File: src/rtl/calc2_req_sequencer.sv
// Request sequencer in front of one calc2 port pair: accepts whole operations,
// allocates 2-bit tags, drives the two-cycle request and returns completions/timeouts.
module calc2_req_sequencer #(
    parameter int unsigned TIMEOUT_CYC = 64
) (
    input  logic        c_clk,
    input  logic        reset,
    input  logic        op_valid,
    output logic        op_ready,
    input  logic [3:0]  op_cmd,
    input  logic [31:0] op_data1,
    input  logic [31:0] op_data2,
    output logic [3:0]  req_cmd,
    output logic [31:0] req_data,
    output logic [1:0]  req_tag,
    input  logic [1:0]  out_resp,
    input  logic [31:0] out_data,
    input  logic [1:0]  out_tag,
    output logic        rsp_valid,
    output logic [1:0]  rsp_status,
    output logic [31:0] rsp_data,
    output logic [1:0]  rsp_tag,
    output logic [3:0]  busy_tags,
    output logic        err_unexp_tag,
    output logic        err_zero_cmd
);

    localparam logic [1:0] ST_IDLE = 2'd0;
    localparam logic [1:0] ST_DRV1 = 2'd1;
    localparam logic [1:0] ST_DRV2 = 2'd2;
    localparam logic [7:0] TMO_SAT = 8'(TIMEOUT_CYC);

    logic [1:0]  state_reg, state_next;
    logic [3:0]  cmd_reg;
    logic [31:0] data1_reg, data2_reg;
    logic [1:0]  tag_reg;
    logic [3:0]  busy_reg, busy_next;
    logic [7:0]  cnt_reg [4];
    logic [3:0]  tmo_pend;
    logic [3:0]  alloc_mask, free_mask;
    logic [1:0]  alloc_tag, tmo_tag;
    logic        accept, accept_op, rsp_hit, rsp_unexp;
    logic        comp_valid;
    logic [1:0]  comp_status, comp_tag;
    logic [31:0] comp_data;

    assign op_ready  = (state_reg == ST_IDLE || state_reg == ST_DRV2) && (busy_reg != 4'hF);
    assign accept    = op_valid && op_ready;
    assign accept_op = accept && (op_cmd != 4'd0);
    assign busy_tags = busy_reg;

    // Lowest free tag, judged on the registered busy set so a tag freed this edge is not reused yet
    always_comb begin
        alloc_tag = 2'd0;
        for (int i = 3; i >= 0; i--) begin
            if (!busy_reg[i]) alloc_tag = 2'(i);
        end
        alloc_mask = accept_op ? (4'b0001 << alloc_tag) : 4'b0000;
    end

    always_comb begin
        tmo_tag = 2'd0;
        for (int i = 3; i >= 0; i--) begin
            if (tmo_pend[i]) tmo_tag = 2'(i);
        end
    end

    // A tag becomes timeout-pending on the edge its counter would reach the limit
    generate
        for (genvar gi = 0; gi < 4; gi++) begin : g_tmo
            assign tmo_pend[gi] = busy_reg[gi] &&
                                  (({1'b0, cnt_reg[gi]} + 9'd1) >= {1'b0, TMO_SAT});

            always_ff @(posedge c_clk or negedge reset) begin
                if (!reset) begin
                    cnt_reg[gi] <= 8'd0;
                end else if (alloc_mask[gi] || free_mask[gi]) begin
                    cnt_reg[gi] <= 8'd0;
                end else if (busy_reg[gi] && cnt_reg[gi] != TMO_SAT) begin
                    cnt_reg[gi] <= cnt_reg[gi] + 8'd1;
                end
            end
        end
    endgenerate

    // Matching calc2 response wins the completion slot; timeouts wait for a free cycle
    always_comb begin
        rsp_hit     = (out_resp != 2'd0) && busy_reg[out_tag];
        rsp_unexp   = (out_resp != 2'd0) && !busy_reg[out_tag];
        comp_valid  = 1'b0;
        comp_status = 2'd0;
        comp_data   = 32'd0;
        comp_tag    = 2'd0;
        free_mask   = 4'b0000;
        if (rsp_hit) begin
            comp_valid  = 1'b1;
            comp_status = (out_resp == 2'd3) ? 2'd2 : out_resp;
            comp_data   = out_data;
            comp_tag    = out_tag;
            free_mask   = 4'b0001 << out_tag;
        end else if (|tmo_pend) begin
            comp_valid  = 1'b1;
            comp_status = 2'd3;
            comp_tag    = tmo_tag;
            free_mask   = 4'b0001 << tmo_tag;
        end
        busy_next = (busy_reg & ~free_mask) | alloc_mask;
    end

    always_comb begin
        state_next = ST_IDLE;
        case (state_reg)
            ST_IDLE: state_next = accept_op ? ST_DRV1 : ST_IDLE;
            ST_DRV1: state_next = ST_DRV2;
            ST_DRV2: state_next = accept_op ? ST_DRV1 : ST_IDLE;
            default: state_next = ST_IDLE;
        endcase
    end

    always_comb begin
        req_cmd  = 4'd0;
        req_data = 32'd0;
        req_tag  = 2'd0;
        case (state_reg)
            ST_DRV1: begin
                req_cmd  = cmd_reg;
                req_data = data1_reg;
                req_tag  = tag_reg;
            end
            ST_DRV2: begin
                req_data = data2_reg;
                req_tag  = tag_reg;
            end
            default: ;
        endcase
    end

    always_ff @(posedge c_clk or negedge reset) begin
        if (!reset) begin
            state_reg     <= ST_IDLE;
            cmd_reg       <= 4'd0;
            data1_reg     <= 32'd0;
            data2_reg     <= 32'd0;
            tag_reg       <= 2'd0;
            busy_reg      <= 4'd0;
            rsp_valid     <= 1'b0;
            rsp_status    <= 2'd0;
            rsp_data      <= 32'd0;
            rsp_tag       <= 2'd0;
            err_unexp_tag <= 1'b0;
            err_zero_cmd  <= 1'b0;
        end else begin
            state_reg     <= state_next;
            busy_reg      <= busy_next;
            rsp_valid     <= comp_valid;
            rsp_status    <= comp_status;
            rsp_data      <= comp_data;
            rsp_tag       <= comp_tag;
            err_unexp_tag <= rsp_unexp;
            err_zero_cmd  <= accept && (op_cmd == 4'd0);
            if (accept_op) begin
                cmd_reg   <= op_cmd;
                data1_reg <= op_data1;
                data2_reg <= op_data2;
                tag_reg   <= alloc_tag;
            end
        end
    end

endmodule

File: config.mk
export PLATFORM = sky130hd
export DESIGN_NAME = calc2_req_sequencer
export DESIGN_NICKNAME = d
export VERILOG_FILES = /design/src/rtl/calc2_req_sequencer.sv
export SDC_FILE = /design/constraint.sdc
export NUM_CORES = 1
export LEC_CHECK = 0
export ABC_AREA = 1
export CORE_MARGIN = 3
export CORE_UTILIZATION = 49
export DETAILED_ROUTE_END_ITERATION = 12
export PLACE_DENSITY_LB_ADDON = 0.3
export SYNTH_ARGS = -nofsm -noshare
export SYNTH_HDL_FRONTEND = slang
export SYNTH_SLANG_ARGS = --single-unit
File: constraint.sdc
create_clock -name c_clk -period 2.25 [get_ports c_clk]
set_input_delay 0.3375 -clock c_clk [delete_from_list [all_inputs] [get_ports c_clk]]
set_output_delay 0.3375 -clock c_clk [all_outputs]
set_load 0.005 [all_outputs]
# Yosys cells after proc, flatten, opt, wreduce, memory -nomap -nowiden
# Cells that the tools add are included.
# word_totals
ff_bits,147
in_bits,107
word_cells,108
# op_classes
n_addsub,8
n_lt_le_gt_ge,5
n_eq_ne,8
shifts,3
mux,34
bitwise_logic,3
n_reduce_logical,31
# op_table
op,count
$mux W8,8
$pmux W32 S2,1
$add A8 B1 Y9 const B,4
$ge A9 B7 Y1 const B,4
$add A8 B1 Y8 const B,4
$mux W32,1
$ne A8 B7 Y1 const B,4
$mux W2,14
$mux W4,4
$logic_and A1 B1 Y1,14
$shl A1 B2 Y4 const A,3
$reduce_bool A2 Y1,5
$logic_or A1 B1 Y1,5
$and A4 B4 Y4,1
$eq A2 B2 Y1 const B,2
$logic_not A4 Y1,1
$mux W1,4
$ne A4 B4 Y1 const B,1
$not A4 Y4,1
$or A4 B4 Y4,1
$pmux W2 S2,1
$reduce_bool A4 Y1,1
$reduce_or A2 Y1,2
$reduce_or A4 Y1,1
5 further kinds,5

# Depth between registers and ports, before layout
# Gate-level depths: netlist (run 1).
# logic_depth
word_depth,13
ltp_mapped,12
mapped_depth_nobuf,12

# Worst setup path before layout (run 1)
# OpenSTA, ideal clock, no wires.
# synth_path
path_type,register to register
startpoint,register cnt_reg[16] (netlist name)
endpoint,register cnt_reg[8] (netlist name)
arrival_time_ns,1.582
required_ns,2.130
path_slack_ns,0.547
stages_incl_launch_ff,10
n_path_buf,0
synth_period_minus_slack_ns,1.703
path_cell_list,dfrtp_1 ha_1 nand2_1 nor2_1 o21ai_0 a21oi_4 nor2_4 nand2_4 nand3_4 nor2_2
# synth_between
elab_chain_cells,10
word_cells_on_any_way,12
# synth_rtl
element,line,rtl
from (decl),38,logic [7:0] cnt_reg [4];
"from (signal, indexed assignment)",80,cnt_reg[gi] <= cnt_reg[gi] + 8'd1;
$add A8 B1 Y9 (*),72,"(({1'b0, cnt_reg[gi]} + 9'd1) >= {1'b0, TMO_SAT});"
$ge A9 B7 Y1 (*),72,
$logic_and A1 B1 Y1 (*),71,assign tmo_pend[gi] = busy_reg[gi] &&
$mux W2 (2 in series),64,if (tmo_pend[i]) tmo_tag = 2'(i);
$shl A1 B2 Y4,105,free_mask = 4'b0001 << tmo_tag;
$mux W4 (*),101,end else if (|tmo_pend) begin
$mux W4 (*),95,if (rsp_hit) begin
$logic_or A1 B1 Y1 (*),77,end else if (alloc_mask[gi] || free_mask[gi]) begin
$mux W8 or $reduce_bool A2 Y1 (tied branches),-,
# Every way passes the cells marked *; elsewhere a longest branch is shown, timed or not.
# A chain may end at the register's enable or synchronous reset.

# Worst setup path in the final report (run 1)
# layout_path
startpoint,register state_reg[0]
endpoint,output port req_data[0]
# layout_between
elab_chain_cells,2
word_cells_on_any_way,3
# layout_rtl
element,line,rtl
from (decl),33,"logic [1:0] state_reg, state_next;"
from (signal assigned),153,state_reg <= state_next;
$eq A2 B2 Y1 or $eq A2 B1 Y1 (tied branches),124,case (state_reg)
$pmux W32 S2 (*),124,
to (decl),14,"output logic [31:0] req_data,"
# Marked as above.

==> impl_metrics.yaml, run 1 <==
outcome:
  outcome: "finished, violations left"
  failed_checks: "negative setup slack"
floorplanning:
  dieWidth_um: 125
  dieArea_um2: 15700
  die_h_um: 125
  core_um2: 13900
  io_pins: 189
  core.rowCount: 43
  initial_utilization: 0.502
timing:
  fin_tns_setup_ps: -133
  finalCriticalPeriod_ps: 2380
  setup_viol: 1
  setup_ws_ps: -133
  max_freq_mhz: 420
  rsz0062_at_grt: "true"
  slew_headroom: 0.658
  post-route-period-util: 1.06
  finClkSkew_ps: 9.10
  tightest_slew_ps: 510
  maxSlewViolCount: 0
  hold_violations: 0
yosys:
  synth_edf_count: 0
  synth_nets: 986
  synth_cell_types: 33
  synth.avg_cell_area_um2: 8.05
  yosys_warnings: 0
  synthCells: 868
  synth_area_leader_cell: "dfrtp_1"
  async_flop_share: 1.00
  ys_top_cells_by_area: "dfrtp_1 53%, nand2_1 18%, inv_1 4.8%, nor2_1 4.7%, a21oi_1 2.7%"
  syn_area_um2: 6990
  synth_top_area_share: 0.526
  synth-seq-cells: 147
  synthFlopType: "dfrtp_1"
  seq_area_frac_synth: 0.526
clock_tree:
  clkSinkCount: 147
  path_clk_slew_ps: 60
  htreeDepth: 4
  cts_buffer_depth: 2
  numCtsBuffers: 17
  worstSkewPairLatency_ps: 430
  root_buffer: "clkbuf_16"
  cts_tree: "built"
drt:
  drt_iter0_drc: 476
  drc: 0
  avgRoutedWirePerCell_um: 14.1
  drt-vias-per-instance: 4.86
  firstDrtPassIters: 5
  vias: 6137
  drt_wl_total_um: 17800
  ant_nets: 0
cells_and_area:
  stdcell_count: 1263
  fin_nets: 1188
  fillers: 1061
  drive_gt1_frac: 0.122
  syn2layout_area_growth_pct: 42.5
  n_antenna_cell: 0
placed_design:
  place_ws_ps: 115
  numPortBuffers: 188
  dp_cells: 1219
  gp_congestion: 0.851
  dp_hpwl_um: 12200
critical_path:
  reg2reg_depth: 10
  path_buf_inv: 4
  crit_chain: "inv_2, ha_4, inv_1, buf_12, a21oi_4, clkdlybuf4s50_1"
  critPathRequiredTime_ps: 1910
  worstReg2RegEnd: "data2_reg[11]"
  critPathMaxStageDelay_ps: 510
  crit_slowest_cell: "clkdlybuf4s50_1"
  crit_path_end_kind: "primary output"
  rr_startpoint: "state_reg[0]"
  path_delay_family: "buffers and inverters"
  cp_data_arrival_time_ps: 2050
  cp_max_fo: 32
  r2r_slack_ps: 260
  crit_type: "reg -> out"
  worstSetupStartpointType: "register"
global_route:
  overflow: 0
  grt_antenna_before_repair: 0
  grt_first_pass_wirelength_um: 29400
  grt_pass1_vias: 5938
  globalRouteTotalUtil: 0.233
  grt_max_degree: 69
power:
  power_leakage_nw: 4.98
  total_power_mw: 11.1
  vdd_drop_max_mv: 0.924
  powerDensity_nw_per_um2: 1120
flow_run:
  max-cap-violations: 0
hold_path:
  hold_path_class: "in -> async"
[metal layers]
layer	track usage	wire length (um)	vias to the layer above
met3	0.0769	1370	23
met5	0	0	-
met4	0.0721	298	0
met2	0.379	8620	209
met1	0.297	7510	2848
li1	-	-	3057
[final cells by class]
class                           instances  area, um2  share of cell area
Sequential cell                       147       3680               0.369
Multi-Input combinational cell        594       2900               0.291
Timing Repair Buffer                  214       2160               0.217
Clock buffer                           18        439              0.0441
Inverter                               96        360              0.0362
Tap cell                              180        225              0.0226
Clock inverter                         14        201              0.0202
[power breakdown]
group | switching (mW) | internal (mW)
clock | 1.14 | 1.90
sequential | 0.574 | 3.59
combinational | 2.20 | 1.74
[worst max path at each step]
stage	from	to	slack [ps]	cells past startpoint
final	state_reg[0]	req_data[0]	-130	6
after CTS	state_reg[0]	req_data[27]	-170	6
after floorplan	cnt_reg[16]	cnt_reg[8]	550	9
after detailed placement	out_tag[0]	cnt_reg[9]	120	9
after global placement	out_tag[1]	cnt_reg[21]	170	9
after global routing	state_reg[0]	req_data[0]	-190	6
[synthesized netlist by cell type (all sizes together), types with 4 or more instances]
| cell type | count |
|---|---|
| nand2 | 347 |
| dfrtp | 147 |
| nor2 | 99 |
| inv | 96 |
| a21oi | 45 |
| nand3 | 35 |
| o21ai | 23 |
| buf | 17 |
| clkbuf | 14 |
| xor2 | 12 |
| ha | 11 |
| nand4 | 7 |
| nor3 | 4 |
[through the flow]
stage / hold slack (ps) / instance area (um2) / utilization
2_1_floorplan: 41.9 / 6990 / -
3_3_place_gp: 300 / 9100 / 0.653
3_5_place_dp: 306 / 9100 / 0.653
4_1_cts: 407 / 9880 / 0.709
5_1_grt: 413 / 9960 / 0.715
6_report: 417 / 9960 / 0.715
[kinds of logic (layout without fill, tap and decap cells)]
family,count (synthesis),count (layout),share of synthesized area
simple gates,496,496,0.297
flops,147,147,0.526
buf+inv,127,342,0.0775
compound gates,71,71,0.0596
xor+xnor,15,15,0.0188
fa+ha+maj,11,11,0.0197
mux,1,1,0.00161
[layout by cell type, fill, tap and decap left out, types with 3 or more instances in the layout]
cell type        count
clkdlybuf4s50_1    155
a21oi_2             19
clkinv_4             5
nor4_1               3
nor2_1              87
nand3_2              5
ha_1                 8
buf_4               15
bufinv_16            4
dlymetal6s2s_1       4
o21ai_0             18
nand4_1              7
ha_4                 3
clkbuf_16           17
o21ai_1              4
inv_1               88
xor2_1              12
dlygate4sd2_1       22
a21oi_4              5
clkbuf_2             4
inv_2                8
nor2_2              11
nand2_2              6
nand2_1            337
a21oi_1             21
buf_12               7
xnor2_1              3
nand2_4              4
dfrtp_1            147
nand3_1             28
buf_6                3
[what timing repair did]
action                                  in CTS  in global routing
setup buffers                                3                  6
gates resized for setup                     55                 23
endpoints found under the setup margin      37                 11
pin swaps                                    1                  3
cloned                                       2                  0
hold endpoints to repair                    42                  0
hold buffers                                 1                  0
Note: power is estimated with default switching activity, not from simulation.
==> run 2, diff against run 1 <==
--- a/config.mk
+++ b/config.mk
@@ -7,7 +7,8 @@
 export LEC_CHECK = 0
 export ABC_AREA = 1
 export CORE_MARGIN = 3
-export CORE_UTILIZATION = 49
+export CORE_UTILIZATION = 50
+export CTS_BUF_LIST = sky130_fd_sc_hd__clkbuf_8
 export DETAILED_ROUTE_END_ITERATION = 12
 export PLACE_DENSITY_LB_ADDON = 0.3
 export SYNTH_ARGS = -nofsm -noshare
==> run 2 against run 1 <==
Net effect: non-clock buffer count up 7; first-iteration DRC count down 16%; register-to-register slack about the same; the flow now finishes without violations; flip-flop and latch count unchanged; core utilization up 1.1 points; final cell count up 0.24%; routed wire length up 1.3%; hold slack worse by 15 ps.
==> impl_metrics.yaml, run 2 (same netlist as run 1, synthesis figures left out) <==
cells_and_area:
  drive_gt1_frac: 0.146
  layout_common_cells: "339 x nand2_1, 150 x clkdlybuf4s50_1, 147 x dfrtp_1"
  stdcell_count: 1266
  final_common_cell: "nand2_1"
  fillers: 1076
  n_antenna_cell: 0
  postLayoutCoreUtil: 0.726
  syn2layout_area_growth_pct: 39.7
  fin_area_um2: 9770
  fin_nets: 1195
critical_path:
  cp_data_arrival_time_ps: 1830
  critPathRequiredTime_ps: 1910
  crit_path_end_kind: "primary output"
  crit_chain: "inv_2, ha_4, nand2_1, inv_1, clkdlybuf4s50_1"
  path_buf_inv: 3
  cp_max_fo: 3
  crit_slowest_cell: "clkdlybuf4s50_1"
  reg2reg_depth: 11
  cp.depth: 5
  critPathMaxStageDelay_ps: 510
  worstReg2RegEnd: "cnt_reg[17]"
  crit_end: "req_tag[0]"
  cp-startpoint: "state_reg[0]"
  r2r_slack_ps: 270
  path_delay_family: "buffers and inverters"
  worstSetupStartpointType: "register"
  rr_startpoint: "state_reg[1]"
  crit_type: "reg -> out"
power:
  p_sw_frac: 0.356
  p_sw_mw: 3.80
  power_leakage_nw: 4.87
  clockPowerShare: 0.233
  seqPwrFrac: 0.388
  powerDensity_nw_per_um2: 1090
  intPower_mw: 6.88
  vdd_drop_max_mv: 0.644
  p_comb_frac: 0.379
  total_power_mw: 10.7
floorplanning:
  core_um2: 13500
  initial_utilization: 0.520
  dieWidth_um: 124
  io_pins: 189
  core.rowCount: 42
  dieArea_um2: 15400
  die_h_um: 124
clock_tree:
  cts_tree: "built"
  htreeDepth: 4
  root_buffer: "clkbuf_8"
  worstSkewPairLatency_ps: 450
  clkSinkCount: 147
  numCtsBuffers: 17
  path_clk_slew_ps: 80
  cts_buffer_depth: 2
global_route:
  grt_antenna_before_repair: 0
  grt_first_pass_wirelength_um: 29500
  grt_max_degree: 64
  overflow: 0
  grt_pass1_vias: 6047
  globalRouteTotalUtil: 0.234
timing:
  tightest_slew_ps: 609
  max_freq_mhz: 461
  finClkSkew_ps: 14.3
  slew_headroom: 0.594
  setup_ws_ps: 83.1
  fin_tns_setup_ps: 0
  finalCriticalPeriod_ps: 2170
  post-route-period-util: 0.963
  setup_viol: 0
  hold_violations: 0
  holdWs_ps: 402
  maxSlewViolCount: 0
drt:
  drt-vias-per-instance: 4.91
  wl_met1_um: 7700
  firstDrtPassIters: 5
  wl_met3_um: 1240
  top_layer_used: "met4"
  dr_wl_met2_um: 8760
  drt_wl_total_um: 18000
  ant_nets: 0
  avgRoutedWirePerCell_um: 14.2
  drc: 0
  vias: 6217
  drt_iter0_drc: 399
placed_design:
  numPortBuffers: 188
  place_ws_ps: 122
  dp_hpwl_um: 12200
  placed_cell_area_um2: 9110
  dp_cells: 1218
  gp_congestion: 0.823
flow_run:
  max-cap-violations: 0
hold_path:
  min_path_cells: 3
  hold_path_class: "in -> reg"
outcome:
  outcome: "finished clean"
==> run 2: cell type report <==
cell class                 instances  area (um2)  area share
clock buffer                      19         262      0.0268
clock inverter                    13         230      0.0236
inverter                          96         363      0.0372
multi-input combinational        594        2860       0.293
sequential                       147        3680       0.377
tap                              176         220      0.0225
timing repair buffer             221        2150       0.220
==> run 2: worst register-to-register path, stage by stage (launching register included) <==
cell,delay [ps]
dfrtp_1,400
buf_4,150
ha_4,180
buf_4,140
nor2_2,150
a21oi_2,60
buf_4,140
nand3_2,140
nor2_1,80
nand2_1,110
nand3_2,200
a21oi_2,170
==> run 2: timing repair <==
action	in CTS	in global routing
pin swaps	2	5
buffers inserted	14	0
hold buffers	1	0
endpoints found under the hold margin	57	0
endpoints found under the setup margin	37	29
gates resized for setup	101	34
cloned	2	1
==> run 2: worst min-delay path by stage <==
| stage | slack, ps | start | to |
|---|---|---|---|
| global route | 380 | out_data[3] | rsp_data[3] |
| floorplan | 40 | reset | busy_tags[0] |
| detailed placement | 370 | reset | cnt_reg[7] |
| global placement | 370 | reset | err_zero_cmd |
| finish | 400 | out_data[20] | rsp_data[20] |
| CTS | 370 | out_data[20] | rsp_data[20] |
==> run 2: power by group through the flow <==
stage / Sequential (mW) / Clock (mW) / Combinational, mW
2_1_floorplan: 4.10 / 0 / 2.21
3_3_place_gp: 4.14 / 0 / 3.67
3_5_place_dp: 4.18 / 0 / 3.76
4_1_cts: 4.13 / 2.53 / 4.02
5_1_grt: 4.28 / 2.65 / 4.52
6_report: 4.14 / 2.49 / 4.05
==> run 2: layer usage <==
| metal | up-vias | GRT usage |
|---|---|---|
| li1 | 3075 | - |
| met1 | 2912 | 0.298 |
| met2 | 200 | 0.386 |
| met3 | 30 | 0.0735 |
| met4 | 0 | 0.0690 |
| met5 | - | 0 |
==> run 3, diff against run 2 <==
--- a/config.mk
+++ b/config.mk
@@ -6,6 +6,7 @@
 export NUM_CORES = 1
 export LEC_CHECK = 0
 export ABC_AREA = 1
+export CAP_MARGIN = 40
 export CORE_MARGIN = 3
 export CORE_UTILIZATION = 50
 export CTS_BUF_LIST = sky130_fd_sc_hd__clkbuf_8
==> results of run 3 <==
Same layout as run 2: the final DEF is identical, and so are final timing and power.
